**src/rtl/video_pattern_gen.sv**
```systemverilog
// video_pattern_gen
// Turns the timing generator's strobes and pixel coordinates into a 24-bit
// RGB test pattern (colour bars, checkerboard, gradient, bouncing box).
// The strobes travel through the same two register stages as the pixel data
// so the downstream encoder sees de/hs/vs aligned with RGB.
// Pattern selection and box motion are updated only on the rising edge of
// i_vs, so a frame is never drawn with a mix of patterns or box positions.

module video_pattern_gen #(
  parameter int WIDTH    = 640,
  parameter int HEIGHT   = 480,
  parameter int BOX_SIZE = 32
) (
  input  logic       i_clk,
  input  logic       i_rstn,
  input  logic       i_de,
  input  logic       i_hs,
  input  logic       i_vs,
  input  logic [9:0] i_x,
  input  logic [9:0] i_y,
  input  logic [1:0] i_mode,
  output logic       o_de,
  output logic       o_hs,
  output logic       o_vs,
  output logic [7:0] o_r,
  output logic [7:0] o_g,
  output logic [7:0] o_b
);

  // Bar width and the largest legal top-left corner of the box.
  localparam logic [9:0]  BAR_W   = 10'(WIDTH / 8);
  localparam logic [9:0]  BX_MAX  = 10'(WIDTH - BOX_SIZE);
  localparam logic [9:0]  BY_MAX  = 10'(HEIGHT - BOX_SIZE);
  localparam logic [10:0] BOX_LEN = 11'(BOX_SIZE);

  localparam logic [23:0] RGB_WHITE = 24'hFF_FF_FF;
  localparam logic [23:0] RGB_BLACK = 24'h00_00_00;
  localparam logic [23:0] BOX_BG    = 24'h00_00_40;

  typedef enum logic [1:0] {
    MODE_BARS  = 2'd0,
    MODE_CHECK = 2'd1,
    MODE_GRAD  = 2'd2,
    MODE_BOX   = 2'd3
  } mode_t;

  // Column to bar number; anything past the eighth bar is held at black.
  function automatic logic [2:0] bar_index(input logic [9:0] x);
    logic [9:0] q;
    q = x / BAR_W;
    if (q > 10'd7) return 3'd7;
    return q[2:0];
  endfunction

  // Bar order white, yellow, cyan, green, magenta, red, blue, black:
  // red is on when bar bit1 is clear, green when bit2 is clear, blue when
  // bit0 is clear.
  function automatic logic [23:0] bar_colour(input logic [2:0] bar);
    return {{8{~bar[1]}}, {8{~bar[2]}}, {8{~bar[0]}}};
  endfunction

  // One step of box motion along one axis; returns {negative_dir, position}.
  // Hitting either wall reverses direction and moves away in the same step,
  // so the position never leaves 0..lim.
  function automatic logic [10:0] box_step(input logic [9:0] pos,
                                           input logic       neg,
                                           input logic [9:0] lim);
    logic [10:0] nxt;
    if (!neg) begin
      if (pos >= lim) nxt = {1'b1, pos - 10'd1};
      else            nxt = {1'b0, pos + 10'd1};
    end else begin
      if (pos == 10'd0) nxt = {1'b0, 10'd1};
      else              nxt = {1'b1, pos - 10'd1};
    end
    return nxt;
  endfunction

  // Frame-rate control state.
  mode_t      mode_q;
  logic       vs_prev_q;
  logic [9:0] bx_q;
  logic [9:0] by_q;
  logic       dx_neg_q;
  logic       dy_neg_q;
  logic       frame_evt;

  // Stage-1 pattern terms (combinational, from the incoming pixel).
  logic [23:0] bar_rgb_s;
  logic        check_s;
  logic [23:0] grad_rgb_s;
  logic        in_box_s;
  logic [10:0] box_x_end;
  logic [10:0] box_y_end;

  // Stage-1 registers.
  logic        vld_p1;
  logic        hs_p1;
  logic        vs_p1;
  mode_t       mode_p1;
  logic [23:0] bar_rgb_p1;
  logic        check_p1;
  logic [23:0] grad_rgb_p1;
  logic        in_box_p1;

  // Stage-2 selection and registers.
  logic [23:0] rgb_sel;
  logic        vld_p2;
  logic        hs_p2;
  logic        vs_p2;
  logic [23:0] rgb_p2;

  assign frame_evt = i_vs & ~vs_prev_q;

  // Latch the requested mode and advance the box once per frame edge.
  always_ff @(posedge i_clk or negedge i_rstn) begin
    if (!i_rstn) begin
      vs_prev_q <= 1'b0;
      mode_q    <= MODE_BARS;
      bx_q      <= 10'd0;
      by_q      <= 10'd0;
      dx_neg_q  <= 1'b0;
      dy_neg_q  <= 1'b0;
    end else begin
      vs_prev_q <= i_vs;
      if (frame_evt) begin
        mode_q               <= mode_t'(i_mode);
        {dx_neg_q, bx_q}     <= box_step(bx_q, dx_neg_q, BX_MAX);
        {dy_neg_q, by_q}     <= box_step(by_q, dy_neg_q, BY_MAX);
      end
    end
  end

  // Evaluate every pattern term for the incoming pixel.
  always_comb begin
    box_x_end  = {1'b0, bx_q} + BOX_LEN;
    box_y_end  = {1'b0, by_q} + BOX_LEN;
    bar_rgb_s  = bar_colour(bar_index(i_x));
    check_s    = i_x[5] ^ i_y[5];
    grad_rgb_s = {i_x[7:0], i_y[7:0],
                  8'(({1'b0, i_x} + {1'b0, i_y}) >> 1)};
    in_box_s   = ({1'b0, i_x} >= {1'b0, bx_q}) && ({1'b0, i_x} < box_x_end) &&
                 ({1'b0, i_y} >= {1'b0, by_q}) && ({1'b0, i_y} < box_y_end);
  end

  // ---- stage 1: register strobes, the current mode and the pattern terms
  always_ff @(posedge i_clk or negedge i_rstn) begin
    if (!i_rstn) begin
      vld_p1      <= 1'b0;
      hs_p1       <= 1'b0;
      vs_p1       <= 1'b0;
      mode_p1     <= MODE_BARS;
      bar_rgb_p1  <= 24'h0;
      check_p1    <= 1'b0;
      grad_rgb_p1 <= 24'h0;
      in_box_p1   <= 1'b0;
    end else begin
      vld_p1      <= i_de;
      hs_p1       <= i_hs;
      vs_p1       <= i_vs;
      mode_p1     <= mode_q;
      bar_rgb_p1  <= bar_rgb_s;
      check_p1    <= check_s;
      grad_rgb_p1 <= grad_rgb_s;
      in_box_p1   <= in_box_s;
    end
  end

  // Pick the colour for the mode the pixel was captured under.
  always_comb begin
    rgb_sel = RGB_BLACK;
    case (mode_p1)
      MODE_BARS:  rgb_sel = bar_rgb_p1;
      MODE_CHECK: rgb_sel = check_p1 ? RGB_WHITE : RGB_BLACK;
      MODE_GRAD:  rgb_sel = grad_rgb_p1;
      MODE_BOX:   rgb_sel = in_box_p1 ? RGB_WHITE : BOX_BG;
      default:    rgb_sel = RGB_BLACK;
    endcase
  end

  // ---- stage 2: register RGB, blanked outside the active area
  always_ff @(posedge i_clk or negedge i_rstn) begin
    if (!i_rstn) begin
      vld_p2 <= 1'b0;
      hs_p2  <= 1'b0;
      vs_p2  <= 1'b0;
      rgb_p2 <= 24'h0;
    end else begin
      vld_p2 <= vld_p1;
      hs_p2  <= hs_p1;
      vs_p2  <= vs_p1;
      rgb_p2 <= vld_p1 ? rgb_sel : 24'h0;
    end
  end

  assign o_de = vld_p2;
  assign o_hs = hs_p2;
  assign o_vs = vs_p2;
  assign o_r  = rgb_p2[23:16];
  assign o_g  = rgb_p2[15:8];
  assign o_b  = rgb_p2[7:0];

endmodule

```
**config.mk**
```make
export PLATFORM = sky130hd
export DESIGN_NAME = video_pattern_gen
export DESIGN_NICKNAME = d
export VERILOG_FILES = /design/src/rtl/video_pattern_gen.sv
export SDC_FILE = /design/constraint.sdc
export NUM_CORES = 1
export LEC_CHECK = 0
export ABC_AREA = 1
export CAP_MARGIN = 15
export CORE_MARGIN = 2
export CORE_UTILIZATION = 52
export CTS_CLUSTER_DIAMETER = 120
export CTS_CLUSTER_SIZE = 30
export DETAILED_ROUTE_END_ITERATION = 16
export MAX_ROUTING_LAYER = met4
export PLACE_DENSITY = 0.77
export SETUP_SLACK_MARGIN = 0.5
export SYNTH_ARGS = -nofsm -noshare
export SYNTH_HDL_FRONTEND = slang
export SYNTH_SLANG_ARGS = --single-unit
```
**constraint.sdc**
```tcl
create_clock -name i_clk -period 1.7 [get_ports i_clk]
set_clock_uncertainty 0.05 [all_clocks]
set_input_delay 0.255 -clock i_clk [delete_from_list [all_inputs] [get_ports i_clk]]
set_output_delay 0.255 -clock i_clk [all_outputs]
set_load 0.005 [all_outputs]
```
==> results.txt <==
For this run the aggregate overflow at the end of global routing stands at 0. For the initial DRC count, the log shows 613. The signal on the critical path passes through inv_2 > buf_4 > buf_4 > ha_1 > nand2_1 > nor4_1 > a31oi_1 > nor3_2. The number of global-route vias before repair is 5599. After detailed routing, the number of remaining DRC violations is 0. In the post-synthesis netlist, the biggest area contributors are sky130_fd_sc_hd__dfrtp_1, sky130_fd_sc_hd__ha_1, sky130_fd_sc_hd__nand2_1, sky130_fd_sc_hd__xor2_1, sky130_fd_sc_hd__nor2_1. In this run the power density over the cells is 1390 nW/µm².

The run gives 21100 µm as the total detailed-routing wirelength. Number of max-cap violations: 0. TritonCTS built the clock tree. The logs give 0 for the number of antenna violations at the first check in global routing and 34.0% for the total track usage. Data required time at the worst endpoint: 1.95 ns. The effective utilization at floorplan is 53.2%. In this design, the critical path's most frequently occurring cell is sky130_fd_sc_hd__buf_4. In this run the cell area measured after placement is 6740 µm². The die is 104 µm tall. The core region is 9730 µm².

The transition time of the tightest slew-check pin is 0.508 ns, and the final count of pins violating max slew is 0. Of all nets on the critical path, the largest fanout is 4. In this run the remaining antenna-violating nets after routing total 0. Counting both buffers and inverters, the worst setup path holds a total of 3. Across all layers, the routed design uses 5795 vias. Detailed placement ended at an HPWL of 9920 µm. The classification of the worst setup path was register to register. Compared with the post-synthesis result, the final layout area differs by 53.3%. The critical path launch point type is a register. The cell family contributing the most delay on the critical path was simple AND/OR/NAND/NOR gates.

When the netlist entered floorplanning its net count stood at 652. The first-pass GRT wire length was 28100 µm. The tree is rooted in a sky130_fd_sc_hd__clkbuf_8.

The logs give 36 for the number of rows created at floorplan and 0 for the yosys synthesis warning count. Timing would allow up to 470 MHz. The flow ran to the end, but the final reports show violations. For the post-synthesis instance area, the log shows 5180 µm².

For the antenna diode count, the log shows 0. For the worst setup slack before clock tree synthesis, the log shows -0.424 ns. The routed length per placed instance was 23.0 µm.

The count of buffers added on input and output ports is 53. For the worst-skew pair, the clock arrives at the later sink with an insertion delay of 0.38 ns. Setup repair after global routing could not meet its margin everywhere. Largest net degree at the start of global routing: 45. The number of clock buffers added by TritonCTS is 9. The final number of hold-violating endpoints came out at 0. The share of post-route cells with drive strength above 1 was 45.5%; the via density per instance was 6.32. STA puts the critical path data arrival time at 2.38 ns. The floorplan step defined a die boundary enclosing 10800 µm².

The clock-pin slew on the worst setup and hold paths works out to 0.11 ns. For the setup slack after layout, the log shows -0.429 ns. For this design, the sink count on the clock tree is 85.

CTS built an H-tree with a depth of 3. The post-synthesis cell type count is 47, and the buffer depth of the longest clock path is 2. The top cell type by total area after synthesis is sky130_fd_sc_hd__dfrtp_1.

After technology mapping, the gate count stands at 579. The worst setup path is captured at a register. The logs give 917 for the final non-filler cell total and 7930 µm² for the post-layout instance area. The die is 104 µm wide. Summing the sequential cell areas from Yosys gives 41.1% of the chip area.

IR analysis of the VDD net gives a maximum drop of 0.707 mV. The worst hold path belongs to the class input port to register. On the worst path, the slowest cell contributes a delay of 0.42 ns. At the end of routability-driven placement, the weighted congestion stood at 0.907.

The worst path in the final design needs a cycle of 2.13 ns, including I/O delays and setup. Synthesis inferred 85 register bits. In the final design database the tool counted 852 nets.

The tools report the total iterations of the first detailed-routing run as 6. For this design, the slowest cell found on the critical path is sky130_fd_sc_hd__dfrtp_1. The final reports fail on setup timing. In this run the tightest slew margin relative to its limit is 66.1%. The area share of the largest cell type after synthesis is 41.1%. Setup violations remaining at the end of the flow were counted as 14. For this design the static power due to leakage is 3.71 nW. Synthesized area per cell: 8.94 µm². Dividing the final minimum period by the clock period gives 125%.

For this design the top-level I/O count stands at 54. Once placement completed, the tool counted placed cells totaling 845.
-- registers in the layout, indices dropped and copies added, names as in the netlist --
register,count
bar_rgb_p1,3
bx_q,10
by_q,10
check_p1,1
dx_neg_q,1
dy_neg_q,1
grad_rgb_p1,24
hs_p1,1
in_box_p1,1
mode_p1,2
mode_q,2
o_de,1
o_hs,1
o_vs,1
rgb_p2,24
vld_p1,1
vs_p1,1
-- layout make-up --
type / count / area [µm²]
Multi-Input combinational cell: 424 / 3360
Timing Repair Buffer: 204 / 1840
Inverter: 55 / 225
Clock buffer: 9 / 124
Clock inverter: 7 / 82.6
Fill cell: 461 / 1800
Tap cell: 133 / 166
Sequential cell: 85 / 2140
-- layer usage --
| metal | vias to the layer above | wire, µm | GRT usage, % |
|---|---|---|---|
| li1 | 2394 | - | - |
| met4 | 0 | 1800 | 19.9 |
| met1 | 2766 | 7520 | 37.8 |
| met5 | - | 0 | - |
| met3 | 166 | 1840 | 5.29 |
| met2 | 469 | 9910 | 58.0 |
-- final timing paths --
kind                                      from                         to  slack [ns]  depth (start not counted)
hold / removal                          i_x[3]  grad_rgb_p1[19]$_DFF_PN0_        0.03                          1
setup / recovery           by_q[5]$_DFFE_PN0P_        in_box_p1$_DFF_PN0_       -0.43                          8
max in group asynchronous               i_rstn   grad_rgb_p1[4]$_DFF_PN0_        0.62                          3
min in group asynchronous               i_rstn       rgb_p2[22]$_DFF_PN0_        0.35                          2
hold reg to reg                hs_p1$_DFF_PN0_             o_hs$_DFF_PN0_        0.34                          0
setup reg to reg           by_q[5]$_DFFE_PN0P_        in_box_p1$_DFF_PN0_       -0.43                          8
-- layout by cell type, fill, tap and decap left out, drive strengths merged, types with 22 or more instances in the layout --
cell type / instances
buf: 180
nand2: 99
dfrtp: 85
nor2: 74
inv: 56
ha: 45
a21oi: 45
xor2: 29
o21ai: 27
nand3: 23
a311oi: 22
-- repair_timing --
item,CTS,global route
pin swaps,38,47
resized for setup,230,80
hold endpoints to repair,35,2
setup endpoints to repair,85,70
gates cloned,5,2
setup buffers,30,12
hold buffers,5,2
-- stage by stage --
stage	total power, mW	hold WS [ns]	TNS, ns	utilization (%)
after floorplan	5.84	-0.0906	-0.0608	-
after global placement	7.59	0.184	-2.42	69.2
after detailed placement	7.78	0.187	-3.13	69.2
after CTS	9.90	0.0157	-0.355	77.3
after global routing	11.5	0.0140	-2.49	81.5
final	11.0	0.0324	-1.38	81.5
-- kinds of logic after synthesis --
logic type | share of synthesized area [%]
xor+xnor | 5.75
flops | 41.1
simple gates | 20.9
fa+ha+maj | 11.3
compound gates | 15.2
buf+inv | 5.75
-- power breakdown --
part	internal, mW	switching [mW]	total [mW]
sequential	2.42	0.359	2.78
combinational	2.92	3.71	6.63
clock	0.704	0.917	1.62
total	6.04	4.98	11.0
-- synthesized netlist by cell type (all sizes together) --
library cell and count:
nor3 10, nand4 12, nand3 23, fa 1, o31ai 5, ha 45, nand3b 2, clkinv 2
o211ai 3, buf 9, nor3b 1, clkbuf 7, a21o 1, a31o 1, o21ai 26, o21a 2
a211oi 1, xor2 29, inv 53, nor2 74, o21bai 2, a21oi 45, a32oi 1, a31oi 7
xnor2 5, a22oi 5, dfrtp 85, nand2 99, nor4 1, a311oi 22
Power figures use the tool's default switching activity.
